<file path="src/rtl/deint_pkg.sv">
// Shared constants for the convolutional deinterleaver: branch count, branch
// index width, MPEG-TS sync byte and a branch-index to one-hot helper.
package deint_pkg;

  localparam int NUM_BR = 12;
  localparam int BR_W = 4;
  localparam logic [7:0] SYNC_BYTE = 8'h47;

  // Out-of-range indices (12..15) map to an all-zero vector.
  function automatic logic [NUM_BR-1:0] br_onehot(input logic [BR_W-1:0] br);
    logic [NUM_BR-1:0] oh;
    oh = '0;
    for (int i = 0; i < NUM_BR; i++) begin
      oh[i] = (br == BR_W'(i));
    end
    return oh;
  endfunction

endpackage

</file>
<file path="src/rtl/br_counter.sv">
// Modulo-NUM_BR branch counter shared by the write- and read-side commutators.
// load0 marks the current item as branch 0, so with inc the next count is 1.
module br_counter
  import deint_pkg::*;
(
  input  logic            clk,
  input  logic            rst,
  input  logic            inc,
  input  logic            load0,
  output logic [BR_W-1:0] count
);

  logic [BR_W-1:0] count_nxt;

  always_comb begin
    count_nxt = count;
    if (count >= BR_W'(NUM_BR)) begin
      // Unreachable encodings recover to branch 0.
      count_nxt = '0;
    end else if (inc) begin
      if (load0) begin
        count_nxt = BR_W'(1);
      end else if (count == BR_W'(NUM_BR - 1)) begin
        count_nxt = '0;
      end else begin
        count_nxt = count + BR_W'(1);
      end
    end else if (load0) begin
      count_nxt = '0;
    end
  end

  always_ff @(posedge clk or posedge rst) begin
    if (rst) begin
      count <= '0;
    end else begin
      count <= count_nxt;
    end
  end

endmodule

</file>
<file path="src/rtl/deint_commutator.sv">
// Deinterleaver input commutator: round-robin distribution of a byte stream
// over NUM_BR branch FIFOs. Build option: SYNC_ALIGN_EN (realign on in_sync).
module deint_commutator
  import deint_pkg::*;
#(
  parameter int DATA_W = 8
) (
  input  logic              clk,
  input  logic              rst,
  input  logic [DATA_W-1:0] in_data,
  input  logic              in_valid,
  input  logic              in_sync,
  output logic              in_ready,
  output logic [DATA_W-1:0] out_data,
  output logic [NUM_BR-1:0] out_valid,
  input  logic [NUM_BR-1:0] out_ready,
  output logic [BR_W-1:0]   cur_branch,
  output logic              sync_err
);

  // Handshakes: a transfer happens on a cycle where valid and ready are both
  // high; valid never depends on ready, and a held valid keeps its data stable.
  // The output stage is one register whose one-hot valid selects the single
  // branch ready that matters; that ready passes straight to in_ready so a
  // byte can leave and be replaced in the same cycle.
  logic              in_acc;
  logic              out_acc;
  logic              sync_hit;
  logic [BR_W-1:0]   tgt_br;

  assign out_acc  = |(out_valid & out_ready);
  assign in_ready = ~(|out_valid) | out_acc;
  assign in_acc   = in_valid & in_ready;

`ifdef SYNC_ALIGN_EN
  assign sync_hit = in_acc & in_sync;
`else
  logic unused_sync;
  assign unused_sync = in_sync;
  assign sync_hit    = 1'b0;
`endif

  assign tgt_br = sync_hit ? '0 : cur_branch;

  br_counter u_br_counter (
    .clk   (clk),
    .rst   (rst),
    .inc   (in_acc),
    .load0 (sync_hit),
    .count (cur_branch)
  );

  always_ff @(posedge clk or posedge rst) begin
    if (rst) begin
      out_data  <= '0;
      out_valid <= '0;
    end else if (in_acc) begin
      out_data  <= in_data;
      out_valid <= br_onehot(tgt_br);
    end else if (out_acc) begin
      out_valid <= '0;
    end
  end

`ifdef SYNC_ALIGN_EN
  // Pulse coincides with the first cycle of out_valid for the realigned byte.
  always_ff @(posedge clk or posedge rst) begin
    if (rst) begin
      sync_err <= 1'b0;
    end else begin
      sync_err <= sync_hit && (cur_branch != '0);
    end
  end
`else
  assign sync_err = 1'b0;
`endif

endmodule

</file>
<file path="config.mk">
export PLATFORM = sky130hd
export DESIGN_NAME = deint_commutator
export DESIGN_NICKNAME = d
export VERILOG_FILES = /design/src/rtl/deint_pkg.sv /design/src/rtl/br_counter.sv /design/src/rtl/deint_commutator.sv
export SDC_FILE = /design/constraint.sdc
export NUM_CORES = 1
export LEC_CHECK = 0
export CAP_MARGIN = 20
export CELL_PAD_IN_SITES_DETAIL_PLACEMENT = 0
export CELL_PAD_IN_SITES_GLOBAL_PLACEMENT = 2
export CORE_MARGIN = 4
export CORE_UTILIZATION = 28
export DETAILED_ROUTE_END_ITERATION = 8
export HOLD_SLACK_MARGIN = 0.08
export PLACE_DENSITY_LB_ADDON = 0.1
export SLEW_MARGIN = 30
export SYNTH_ARGS = -nofsm -noshare
export SYNTH_HDL_FRONTEND = slang
export SYNTH_SLANG_ARGS = --single-unit
</file>
<file path="constraint.sdc">
create_clock -name clk -period 4.1 [get_ports clk]
set_input_delay 0.82 -clock clk [delete_from_list [all_inputs] [get_ports clk]]
set_output_delay 0.82 -clock clk [all_outputs]
set_load 0.02 [all_outputs]
</file>
After elaboration in Yosys (flattened, before gate mapping)
Index checks and enable logic that the tools add are counted. Widths: inputs -> output; s select.

Register bits after elaboration: 24. Input bits: 24. Output and inout port bits: 26. Logic and storage cells: 30.

$add $sub $neg: 1. Magnitude comparators: 1. Eq/ne operators: 11. Mux-type cells: 5. Bitwise operators: 4. Reductions and logical operators: 5.

Operator list (number): $mux 12 (2); $reduce_or 12->1 (2); $eq 4x3->1 const B (4); $eq 4x4->1 const B (4); $and 12x12->12 (1); $mux 4 (3); $eq 4x2->1 const B (2); $add 4x1->4 const B (1); $eq 4x1->1 const B (1); $ge 4x4->1 const B (1); $logic_not 4->1 (1); $reduce_bool 2->1 (2); $and 1x1->1 (1); $not 1->1 (1); $or 1x1->1 (1).

Longest topological paths before layout
Depth in word-level cells: 6. Mapped depth: 6. Depth with buffers taken out: 4.

Modules after synthesis
A second synthesis with hierarchy kept.

Cells, all modules: 91. Area total of the unflattened synthesis: 1142.3 um2.

Modules (own cells, without submodules): deint_commutator (instances 1, cells each 69, area each 920.9 um2, sequential area each 500.5 um2); br_counter (instances 1, cells each 22, area each 221.5 um2, sequential area each 100.1 um2).

Least setup slack after synthesis
Ideal clock, no wire load.

Path type: input-to-output. Start point: in out_ready[4]. End point: out in_ready. Arrival time: 1606 ps. Data required time: 3280 ps. Path slack: 1674 ps. Stages on the path: 3. Path buffers: 0. Cells stage by stage: a22oi_2 > nand4_2 > or3_1.

Longest elaborated chain between the ends: 3.

RTL lines: from (decl) (RTL line deint_commutator.sv:16) `input logic [NUM_BR-1:0] out_ready,`; $and 12x12->12 (RTL line deint_commutator.sv:31) `assign out_acc = |(out_valid & out_ready);`; $reduce_or 12->1 (RTL line deint_commutator.sv:31); $or 1x1->1 (RTL line deint_commutator.sv:32) `assign in_ready = ~(|out_valid) | out_acc;`; to (decl) (RTL line deint_commutator.sv:13) `output logic in_ready,`.

No other way between the ends.

Final worst setup path
Same ends and word-level chain as after synthesis.

==> results.txt <==
- Share of final-layout standard cells stronger than drive strength 1: roughly 14%
* Later-pin clock latency in the skew report: 0.27 ns
* Commonest cells in the netlist: dfrtp_1 (24), a32o_1 (11), nand2_1 (6)
- Area Growth Syn to Fin: 47.3%
- Fin crit period: 3.38 ns
- Max-cap viol count: 0
* Core area: ~0.004 mm^2
* Clock tree from TritonCTS: built
* Worst R2R Setup Slack: 1.86 ns
* Number of setup violations in the final report: 0
- Final cycle utilization of the critical path: between 80% and 90%
- The initial utilization of the core area, before any placement, comes to around 29%.
* Hold slack final: around 0.52 ns
- For this design the static power due to leakage is 0.719 nW.
- Hold/Removal Path Class: reg2reg
* R2r startpoint: out_valid[8]
- Via count of the first global-routing pass: about 990
- Most used flip-flop cell after synthesis: dfrtp_1
* RSZ-0062 raised after global routing: false
- Total via count after detailed routing: 938
- After clock tree synthesis, the flow added hold-fix buffers numbering 0.
* Share of Yosys cell area claimed by the top area cell type: around half
- In this run the worst path has a maximum fanout of 4.
- Die width: 72.5 um
- The number of gates resized after CTS was 0.
- The root buffer cell chosen for the clock tree is clkbuf_8.
- In this run the core area contains 23 standard-cell rows.
- Count of fill cells added during filler insertion: 397
- TritonCTS sink count: 24
- Final hold vios: 0
- After detailed routing, the number of remaining DRC violations is 0.
- Aggregate negative setup slack: 0 ns
- Number of antenna violations at the first check in global routing: 0
- At the end of the flow the core is filled with cells to 42.9%.
- Clock Skew: 0.00100 ns
* Net Sw Frac: 42.0%
- The worst setup path is captured at a primary output.
- Largest buffer count on any clock path: 2
- The share of total power dissipated in the clock network is ~11%.
- Highest clock rate: 296 MHz
* Via density per instance: ~5.0
- Inserted Clock Buffers: 3
- Number of nets still failing antenna checks after routing: 0
- Once detailed placement completed, the half-perimeter wirelength came to between 2000 and 2500 um.
* Die Y-Extent: 72.5 um
- Synth Net Count: 117
- Count of yosys warnings during synthesis: 0
* Buffers added on ports: 47
- The average instance in the mapped netlist occupies ~13 um^2.
- Summed instance area of the synthesized netlist: roughly 0.0012 mm^2
- Cell types with the largest area share after synthesis: dfrtp_1 (52%), a32o_1 (9.5%), mux2_4 (5.2%)
- Number of detailed-route iterations in the first pass: 4
- Initial DRC count: 45
- ANT cells: 0
- The worst register-to-register path ends at out_data[0].
- Comb power frac: roughly 60%
- Worst Path Class, Setup: in2out
- Status: finished, final reports clean
- After the last flow step, the layout net total stands at approximately 170.
* CP arrival: roughly 2.6 ns
- Library cell with the largest summed area after synthesis: dfrtp_1
- Worst-case vdd ir drop: ~0.32 mV
- H-tree Lvls: 1
- Global routing finished with a remaining overflow of 0.
- Yosys reg bits: 24
- Count of mapped cells out of synthesis: between 80 and 90
- Summed over all layers, the routed wires come to between 3000 and 4000 um.
- Clock-pin slew was measured on the worst setup and hold paths at 0.08 ns.
* Post-route setup slack: around 0.7 ns
* Slew HR: 48.4%
- The final-report max-slew violation count is 0.
- Timing endpoint of the critical path: in_ready
- Flop pwr share: 29.3%
- CP startpoint: out_ready[4]
- Post-CTS setup buffers: 0
- The congestion estimate from routability-driven global placement came to 0.774.
* Critical Path Start Type: primary input
* Yosys cell types: 26
- Floorplan die area: 0.00526 mm^2
- After synthesis, the share of flip-flops with an asynchronous set or reset is 100%.
- Wire length of the first global-routing pass: 5080 um
* Most instantiated library cell after synthesis: dfrtp_1
* Switching power total: slightly above 600 uW
- Global routing used between 10% and 20% of the available tracks.
- Power Dens Cells: about 850 mW/mm^2
* Pint: 847 uW
* CP Data Required Time: around 3.3 ns
- Counting flops with a built-in enable in the synthesized netlist gives 0.
- Number of top-level design ports: 50
- Dividing the detail-routed wire length by the instance count gives roughly 17 um.
- At the placement stage, the worst setup path has a slack of 0.712 ns.
* Portion of the post-synthesis area used by sequential elements: 51.6%
- Cell depth of the worst flop-to-flop path: 5
- Pin slew with the least headroom to its limit: just under 0.8 ns
- Pin count of the biggest net entering global routing: 25
-- final cells by class --
type | count | area [um^2] | share of cell area [%]
timing repair buffer | 48 | 478 | 27.9
tap | 50 | 62.6 | 3.65
inverter | 3 | 11.3 | 0.656
clock buffer | 4 | 55.1 | 3.21
multi-input combinational | 57 | 508 | 29.6
sequential | 24 | 601 | 35.0
-- per-stage QoR --
step | cells | power (mW) | area [um^2]
finish | 186 | 1.46 | 1720
floorplan | 89 | 1.01 | 1160
global placement | 182 | 1.30 | 1660
detailed placement | 182 | 1.31 | 1660
CTS | 186 | 1.48 | 1720
global route | 186 | 1.57 | 1720
-- metal layers --
layer | share of wire (%) | global-route usage, % | wire length, um
met4 | 1.6 | 4.30 | 51
met2 | 50 | 21.0 | 1570
met5 | 0 | 0 | 0
met3 | 6.3 | 2.91 | 198
met1 | 42 | 16.2 | 1310
-- cells by family (layout without fill, tap and decap cells) --
group	after synthesis	count (layout)	share of synthesized area, %
other	1	1	0.322
adders and majority gates	4	4	4.30
buffers and inverters	8	55	4.83
and+or+nand+nor	19	19	9.02
DFF	24	24	51.6
AOI/OAI and AO/OA	23	23	19.2
muxes	10	10	10.7
-- flip-flops by register name, indices dropped and copies added, names as in the netlist --
register / flops
u_br_counter.count: 4
out_valid: 12
out_data: 8
-- critical path, cell delays in order --
cell             delay, ns
clkdlybuf4s50_1       0.41
a22oi_2               0.21
nand4_2               0.16
or3_1                 0.41
clkdlybuf4s50_1       0.55
-- how the worst min path moves through the flow --
stage                 from  cells past startpoint          end
2_1_floorplan  out_data[4]                      1  out_data[4]
3_3_place_gp   out_data[4]                      1  out_data[4]
3_5_place_dp   out_data[5]                      1  out_data[5]
4_1_cts        out_data[1]                      1  out_data[1]
5_1_grt        out_data[7]                      1  out_data[7]
6_report       out_data[1]                      1  out_data[1]
-- cell usage in the layout (no fill, tap or decap) --
cell type and instances:
nor2_1 3, and3_1 1, nand2_1 6, clkbuf_8 4
dfrtp_1 24, mux2i_1 2, a32o_1 11, nor3b_1 2
a22oi_2 4, o21ai_0 1, conb_1 1, buf_4 1
o31a_1 1, nor2b_1 2, mux2_4 4, inv_2 1
or3_1 1, clkdlybuf4s50_1 47, a22oi_1 2, ha_1 4
inv_1 2, nand4_2 1, mux2_2 4, o311ai_0 1
a22o_1 3, nor4_1 3
-- power by group through the flow --
stage / Combinational (mW) / Clock, mW / Sequential [mW]
global route: 0.935 / 0.185 / 0.445
floorplan: 0.480 / 0 / 0.526
CTS: 0.882 / 0.170 / 0.430
detailed placement: 0.877 / 0 / 0.434
finish: 0.869 / 0.162 / 0.427
global placement: 0.871 / 0 / 0.428
Note: power is estimated with default switching activity, not from simulation.
